$ cat src/rtl/led_scan_driver.sv
// Round-robin 8-segment scanner: double-buffered digit codes, PWM brightness, dead time.
// Outputs registered one cycle after scan state; free-running, no backpressure.
module led_scan_driver #(
  parameter int NUM_DIGITS     = 8,
  parameter int SCAN_DIV       = 50000,
  parameter int BRIGHT_W       = 4,
  parameter bit SEG_ACTIVE_LOW = 1'b1,
  parameter bit SEL_ACTIVE_LOW = 1'b1
) (
  input  logic                    clk,
  input  logic                    rst_n,
  input  logic [5*NUM_DIGITS-1:0] i_digits,
  input  logic [NUM_DIGITS-1:0]   i_blank,
  input  logic                    i_load,
  input  logic [BRIGHT_W-1:0]     i_bright,
  output logic [7:0]              o_seg,
  output logic [NUM_DIGITS-1:0]   o_sel,
  output logic                    o_frame_done
);

  localparam int CW = $clog2(SCAN_DIV);
  localparam int IW = $clog2(NUM_DIGITS);
  localparam int PW = CW + BRIGHT_W + 2;

  localparam logic [7:0]            SEG_OFF = {8{SEG_ACTIVE_LOW}};
  localparam logic [NUM_DIGITS-1:0] SEL_OFF = {NUM_DIGITS{SEL_ACTIVE_LOW}};

  localparam logic [CW-1:0] CNT_LAST = CW'(SCAN_DIV - 1);
  localparam logic [IW-1:0] IDX_LAST = IW'(NUM_DIGITS - 1);

  logic [CW-1:0]           cnt;
  logic [IW-1:0]           idx;
  logic [5*NUM_DIGITS-1:0] stage_digits;
  logic [5*NUM_DIGITS-1:0] disp_digits;
  logic [NUM_DIGITS-1:0]   stage_blank;
  logic [NUM_DIGITS-1:0]   disp_blank;
  logic                    pending;

  logic                    slot_end;
  logic                    frame_end;
  logic [4:0]              cur_code;
  logic                    cur_blank;
  logic [PW-1:0]           pwm_lhs;
  logic [PW-1:0]           pwm_rhs;
  logic                    lit;
  logic [7:0]              seg_hi;
  logic [NUM_DIGITS-1:0]   sel_hot;

  function automatic logic [6:0] hex_to_seg(input logic [3:0] v);
    logic [6:0] s;
    case (v)
      4'h0:    s = 7'h3F;
      4'h1:    s = 7'h06;
      4'h2:    s = 7'h5B;
      4'h3:    s = 7'h4F;
      4'h4:    s = 7'h66;
      4'h5:    s = 7'h6D;
      4'h6:    s = 7'h7D;
      4'h7:    s = 7'h07;
      4'h8:    s = 7'h7F;
      4'h9:    s = 7'h6F;
      4'hA:    s = 7'h77;
      4'hB:    s = 7'h7C;
      4'hC:    s = 7'h39;
      4'hD:    s = 7'h5E;
      4'hE:    s = 7'h79;
      default: s = 7'h71;
    endcase
    return s;
  endfunction

  assign slot_end  = (cnt == CNT_LAST);
  assign frame_end = slot_end && (idx == IDX_LAST);

  // The on-time comparison is done at full width so (i_bright+1)*SCAN_DIV cannot wrap.
  always_comb begin
    cur_code  = disp_digits[5*idx +: 5];
    cur_blank = disp_blank[idx];
    pwm_lhs   = PW'({cnt, {BRIGHT_W{1'b0}}});
    pwm_rhs   = (PW'(i_bright) + PW'(1)) * PW'(SCAN_DIV);
    lit       = (cnt != '0) && (pwm_lhs < pwm_rhs) && !cur_blank;
    seg_hi    = {cur_code[4], hex_to_seg(cur_code[3:0])};
    sel_hot   = NUM_DIGITS'(1) << idx;
  end

  always_ff @(posedge clk or negedge rst_n) begin
    if (!rst_n) begin
      cnt          <= '0;
      idx          <= '0;
      o_frame_done <= 1'b0;
    end else begin
      o_frame_done <= frame_end;
      if (slot_end) begin
        cnt <= '0;
        idx <= (idx == IDX_LAST) ? '0 : idx + IW'(1);
      end else begin
        cnt <= cnt + CW'(1);
      end
    end
  end

  // Display copy only changes at the frame boundary so a frame never mixes old and new data.
  always_ff @(posedge clk or negedge rst_n) begin
    if (!rst_n) begin
      stage_digits <= '0;
      stage_blank  <= '0;
      disp_digits  <= '0;
      disp_blank   <= '0;
      pending      <= 1'b0;
    end else begin
      if (i_load) begin
        stage_digits <= i_digits;
        stage_blank  <= i_blank;
      end
      if (frame_end && pending) begin
        disp_digits <= stage_digits;
        disp_blank  <= stage_blank;
      end
      if (i_load)
        pending <= 1'b1;
      else if (frame_end)
        pending <= 1'b0;
    end
  end

  always_ff @(posedge clk or negedge rst_n) begin
    if (!rst_n) begin
      o_seg <= SEG_OFF;
      o_sel <= SEL_OFF;
    end else if (lit) begin
      o_seg <= seg_hi ^ SEG_OFF;
      o_sel <= sel_hot ^ SEL_OFF;
    end else begin
      o_seg <= SEG_OFF;
      o_sel <= SEL_OFF;
    end
  end

endmodule

$ cat config.mk
export PLATFORM = sky130hd
export DESIGN_NAME = led_scan_driver
export DESIGN_NICKNAME = d
export VERILOG_FILES = /design/src/rtl/led_scan_driver.sv
export SDC_FILE = /design/constraint.sdc
export NUM_CORES = 1
export LEC_CHECK = 0
export CAP_MARGIN = 10
export CORE_UTILIZATION = 52
export DETAILED_ROUTE_END_ITERATION = 16
export HOLD_SLACK_MARGIN = 0.15
export PLACE_DENSITY = 0.8
export SLEW_MARGIN = 20
export SYNTH_ARGS = -nofsm -noshare
export SYNTH_HDL_FRONTEND = slang
export SYNTH_SLANG_ARGS = --single-unit
$ cat constraint.sdc
create_clock -name clk -period 2.3 [get_ports clk]
set_clock_uncertainty 0.15 [all_clocks]
set_input_delay 0.46 -clock clk [delete_from_list [all_inputs] [get_ports clk]]
set_output_delay 0.46 -clock clk [all_outputs]
set_load 0.01 [all_outputs]
==> impl_results.md <==
- Run status: complete, but fails checks
- Failing checks: negative setup slack
- Number of optimization iterations in the first detailed-route pass: 5
- Detailed placement HPWL: around 11000 microns
- Number of buffers inserted by port buffering: slightly above 70
- Overflow left after global routing: 0
- Area after detailed placement: about 8400 sq um
- Switching part of the total: between 20% and 30%
- Reg-to-reg endpoint: o_sel[4]
- Leakage: 4.37 nW
- Hold Crit Depth: 1
- Category of the critical setup timing path: primary input to flop
- Period Utilization, post-route: 194%
- DRC violations left: 0
- Routed via count divided by cell count: between 5 and 6
- Count of unique library cells instantiated by Yosys: 53
- Sequential Area: approximately 3300 sq um
- Gate count after technology mapping: 534
- Cell depth of the worst flop-to-flop path: 8
- Final worst setup slack: -2160 ps
- Power, Total: between 6 and 7 mW
- Boundary Pins: ~70
- Worst-path fanout max: 16
- All-Layer GR Usage: about a quarter
- Share of flip-flops with an asynchronous set or reset: 100%
- Max cap viols: 0
- Worst min-delay path endpoint: disp_digits[27]
- Area overhead of the layout relative to synthesis: 34.5%
- Critical Path End Type: flop
- Area of the core region: 12800 sq um
- Max Buffers Root-to-Sink: 2
- Number of nets in the final layout: between 800 and 900
- Die area: 13800 sq um
- CTS tree: done
- Hold wc startpoint: stage_digits[27]
- Power density relative to cell area: 679 nW/um^2
- Largest net degree at the start of global routing: 54
- Routed Antenna Nets: 0
- Kind of start point of the critical path: primary input
- H-Tree Depth: 4
- Share of the yosys chip area belonging to registers: 48.3%
- Placer's final routability congestion estimate: around 0.85
- Height of the die: around 120 microns
- Count of state elements after synthesis: between 100 and 150
- Worst flop-to-flop path startpoint: cnt[8]
- Row count: roughly 40
- Detailed-route wire length per cell: 18.2 microns
- Area of all placed cells without fillers: a little over 9000 sq um
- Share of layout cells above drive strength 1: roughly 38%
- Clock tree root driver cell: sky130_fd_sc_hd__clkbuf_16
- Fill cell count: between 800 and 900
- Data required time at the worst endpoint: around 2500 ps
- Share of power burned in combinational logic: 16.7%
- Area contributors post-synth: sky130_fd_sc_hd__dfrtp_1 (42%), sky130_fd_sc_hd__mux2_2 (13%), sky130_fd_sc_hd__ha_1 (11%)
- Total wire length after detailed routing: between 15000 and 20000 microns
- Sequential fraction of design power: between 30% and 40%
- Initial Util: approximately 54%
- Routed vias: between 4000 and 5000
- Synth top area share: approximately 42%
- Multi-input gate area in the final layout: ~3600 sq um
- Internal Pwr Total: 4.75 mW
- Wire length of the first global-routing pass: roughly 26000 microns
- Actual slew at the worst max-slew pin: about 470 ps
- N_diodes: 0
- Mapped Nets: 650
- Min Tclk post-route: approximately 4500 ps
- Min-delay worst type: flop to flop
- Non-Filler Instances: 874
- Count of final hold-check violations: 0
- X dimension of the die: roughly 120 microns
- Clock transition at the register clock pins on the worst setup and hold paths after CTS: roughly 60 ps
- Most used standard cells in the synthesized netlist: sky130_fd_sc_hd__dfrtp_1 (117), sky130_fd_sc_hd__mux2_2 (77), sky130_fd_sc_hd__ha_1 (60)
- Mean cell area of the mapped netlist: around 13 sq um
- Skew-Pair Late Insertion Delay: approximately 420 ps
- Fraction of the core area covered by cells at the end of the flow: 72.7%
- Cell Area, Synth: about 7000 sq um
- Clock share of power: between 40 and 50%
- Count of endpoints failing setup in the final report: 16
- Worst vdd ir: about 0.64 mV
- Unrepaired setup endpoints after global routing: yes
- Initial antenna violation count: 0
- Dominant cell by count in the synthesized netlist: sky130_fd_sc_hd__dfrtp_1
- Main synth FF type: sky130_fd_sc_hd__dfrtp_1
- Inst Count DP: between 800 and 900
- Final Max Tran Viols: 0
- Yosys warnings: 0
- Count of flip-flops with a built-in enable after synthesis: 0
- Number of sinks driven by the clock tree: 133
- Area leader, netlist: sky130_fd_sc_hd__dfrtp_1
- Achievable frequency: around 220 MHz
- Slack of the worst reg-to-reg path: -180 ps
- Iter 0 DRT Violations: 205
- Switching component of the power: 1.58 mW
- Worst rel slew slack: 68.4%
- Arrival time at the worst endpoint: roughly 4700 ps
- TritonCTS Buffers: 17
- Number of global-route vias before repair: just over 5000
[cell families (layout without fill, tap and decap cells)]
group	after synthesis	after routing	synth area share, %
buffers and inverters	43	211	2.84
AND/OR/NAND/NOR	88	88	6.59
multiplexers	115	115	21.7
XOR/XNOR	29	29	3.67
adder cells (fa/ha/maj)	61	61	11.1
AO/OA/AOI/OAI	65	65	5.74
flip-flops	133	133	48.3
[layout make-up]
type	instances	area share, %
inverter	26	1.05
multi-input combinational	358	38.3
clock buffer	18	4.71
timing repair buffer	153	15.8
tap	172	2.31
sequential	133	35.9
clock inverter	14	1.92
[worst max-delay path: stages]
cell	delay, ps
sky130_fd_sc_hd__buf_8	110
sky130_fd_sc_hd__ha_4	170
sky130_fd_sc_hd__and3_4	180
sky130_fd_sc_hd__ha_4	180
sky130_fd_sc_hd__xnor2_2	130
sky130_fd_sc_hd__ha_1	310
sky130_fd_sc_hd__ha_4	290
sky130_fd_sc_hd__ha_4	190
sky130_fd_sc_hd__a21o_1	180
sky130_fd_sc_hd__a21oi_2	150
sky130_fd_sc_hd__o21ai_1	70
sky130_fd_sc_hd__nor2_1	150
sky130_fd_sc_hd__o21ai_1	110
sky130_fd_sc_hd__xnor2_1	150
sky130_fd_sc_hd__ha_1	300
sky130_fd_sc_hd__nand4_1	100
sky130_fd_sc_hd__or4_1	470
sky130_fd_sc_hd__o32a_1	360
sky130_fd_sc_hd__a31oi_2	190
sky130_fd_sc_hd__nor3_4	70
sky130_fd_sc_hd__buf_12	150
sky130_fd_sc_hd__o211ai_1	180
[worst max-delay path by stage]
| stage | startpoint | end | slack [ps] | cells after the start |
|---|---|---|---|---|
| CTS | i_bright[1] | o_sel[0] | -2200 | 22 |
| detailed placement | i_bright[0] | o_seg[3] | -3130 | 20 |
| floorplan | i_bright[0] | o_seg[3] | -2350 | 21 |
| global route | i_bright[1] | o_sel[5] | -2330 | 22 |
| finish | i_bright[1] | o_sel[4] | -2160 | 22 |
| global placement | i_bright[0] | o_sel[4] | -2930 | 23 |
[metal layers]
| layer | up-vias | GRT usage, % | wire length [microns] |
|---|---|---|---|
| met4 | 0 | 9.09 | 331 |
| met1 | 2425 | 29.9 | 6820 |
| met5 | - | 0 | 0 |
| met2 | 125 | 39.6 | 8090 |
| li1 | 2236 | - | - |
| met3 | 27 | 5.54 | 631 |
[metrics by stage]
step,worst slack [ps],setup TNS [ps],hold slack (ps)
after floorplan,-2350,-36500,14.4
after global placement,-2930,-46600,282
after detailed placement,-3130,-49360,298
after CTS,-2200,-34450,355
after global routing,-2330,-37280,372
final,-2160,-33990,354
[state kept, by name, summed over array words and instances, names as in the netlist]
name,count
cnt,16
disp_blank,8
disp_digits,40
idx,3
o_frame_done,1
o_seg,8
o_sel,8
pending,1
stage_blank,8
stage_digits,40
[layout by cell type, fill, tap and decap left out, types with 4 or more instances in the layout]
cell                                n
sky130_fd_sc_hd__clkdlybuf4s50_1   65
sky130_fd_sc_hd__nand2_1           19
sky130_fd_sc_hd__ha_4               6
sky130_fd_sc_hd__buf_4             70
sky130_fd_sc_hd__buf_12             8
sky130_fd_sc_hd__ha_1              53
sky130_fd_sc_hd__dfrtp_1          117
sky130_fd_sc_hd__xor2_1            12
sky130_fd_sc_hd__mux4_2            12
sky130_fd_sc_hd__buf_6              4
sky130_fd_sc_hd__nand3_1            7
sky130_fd_sc_hd__mux2i_1            5
sky130_fd_sc_hd__inv_1             23
sky130_fd_sc_hd__mux2_4            21
sky130_fd_sc_hd__nor2_1            26
sky130_fd_sc_hd__clkbuf_16         19
sky130_fd_sc_hd__o21ai_1           11
sky130_fd_sc_hd__xnor2_1           14
sky130_fd_sc_hd__dfstp_2           16
sky130_fd_sc_hd__clkinv_4           6
sky130_fd_sc_hd__a21oi_1           18
sky130_fd_sc_hd__o21ai_0            6
sky130_fd_sc_hd__mux2_2            77
sky130_fd_sc_hd__nand4_1            6
sky130_fd_sc_hd__o211ai_1           7
[power by group through the flow]
stage	logic, mW	clock network, mW	registers, mW
after global routing	1.16	2.92	2.49
after detailed placement	1.01	0	2.52
after CTS	1.05	2.81	2.48
final	1.06	2.80	2.48
after floorplan	0.538	0	2.50
after global placement	0.954	0	2.51
[repair_timing]
action / CTS / global route
buffers inserted: 7 / 2
pin swaps: 18 / 9
gates resized for setup: 33 / 9
hold buffers: 1 / 0
hold endpoints to repair: 32 / 0
setup endpoints to repair: 38 / 62
cloned: 0 / 2
No activity file was read; power rests on OpenSTA's default activity.
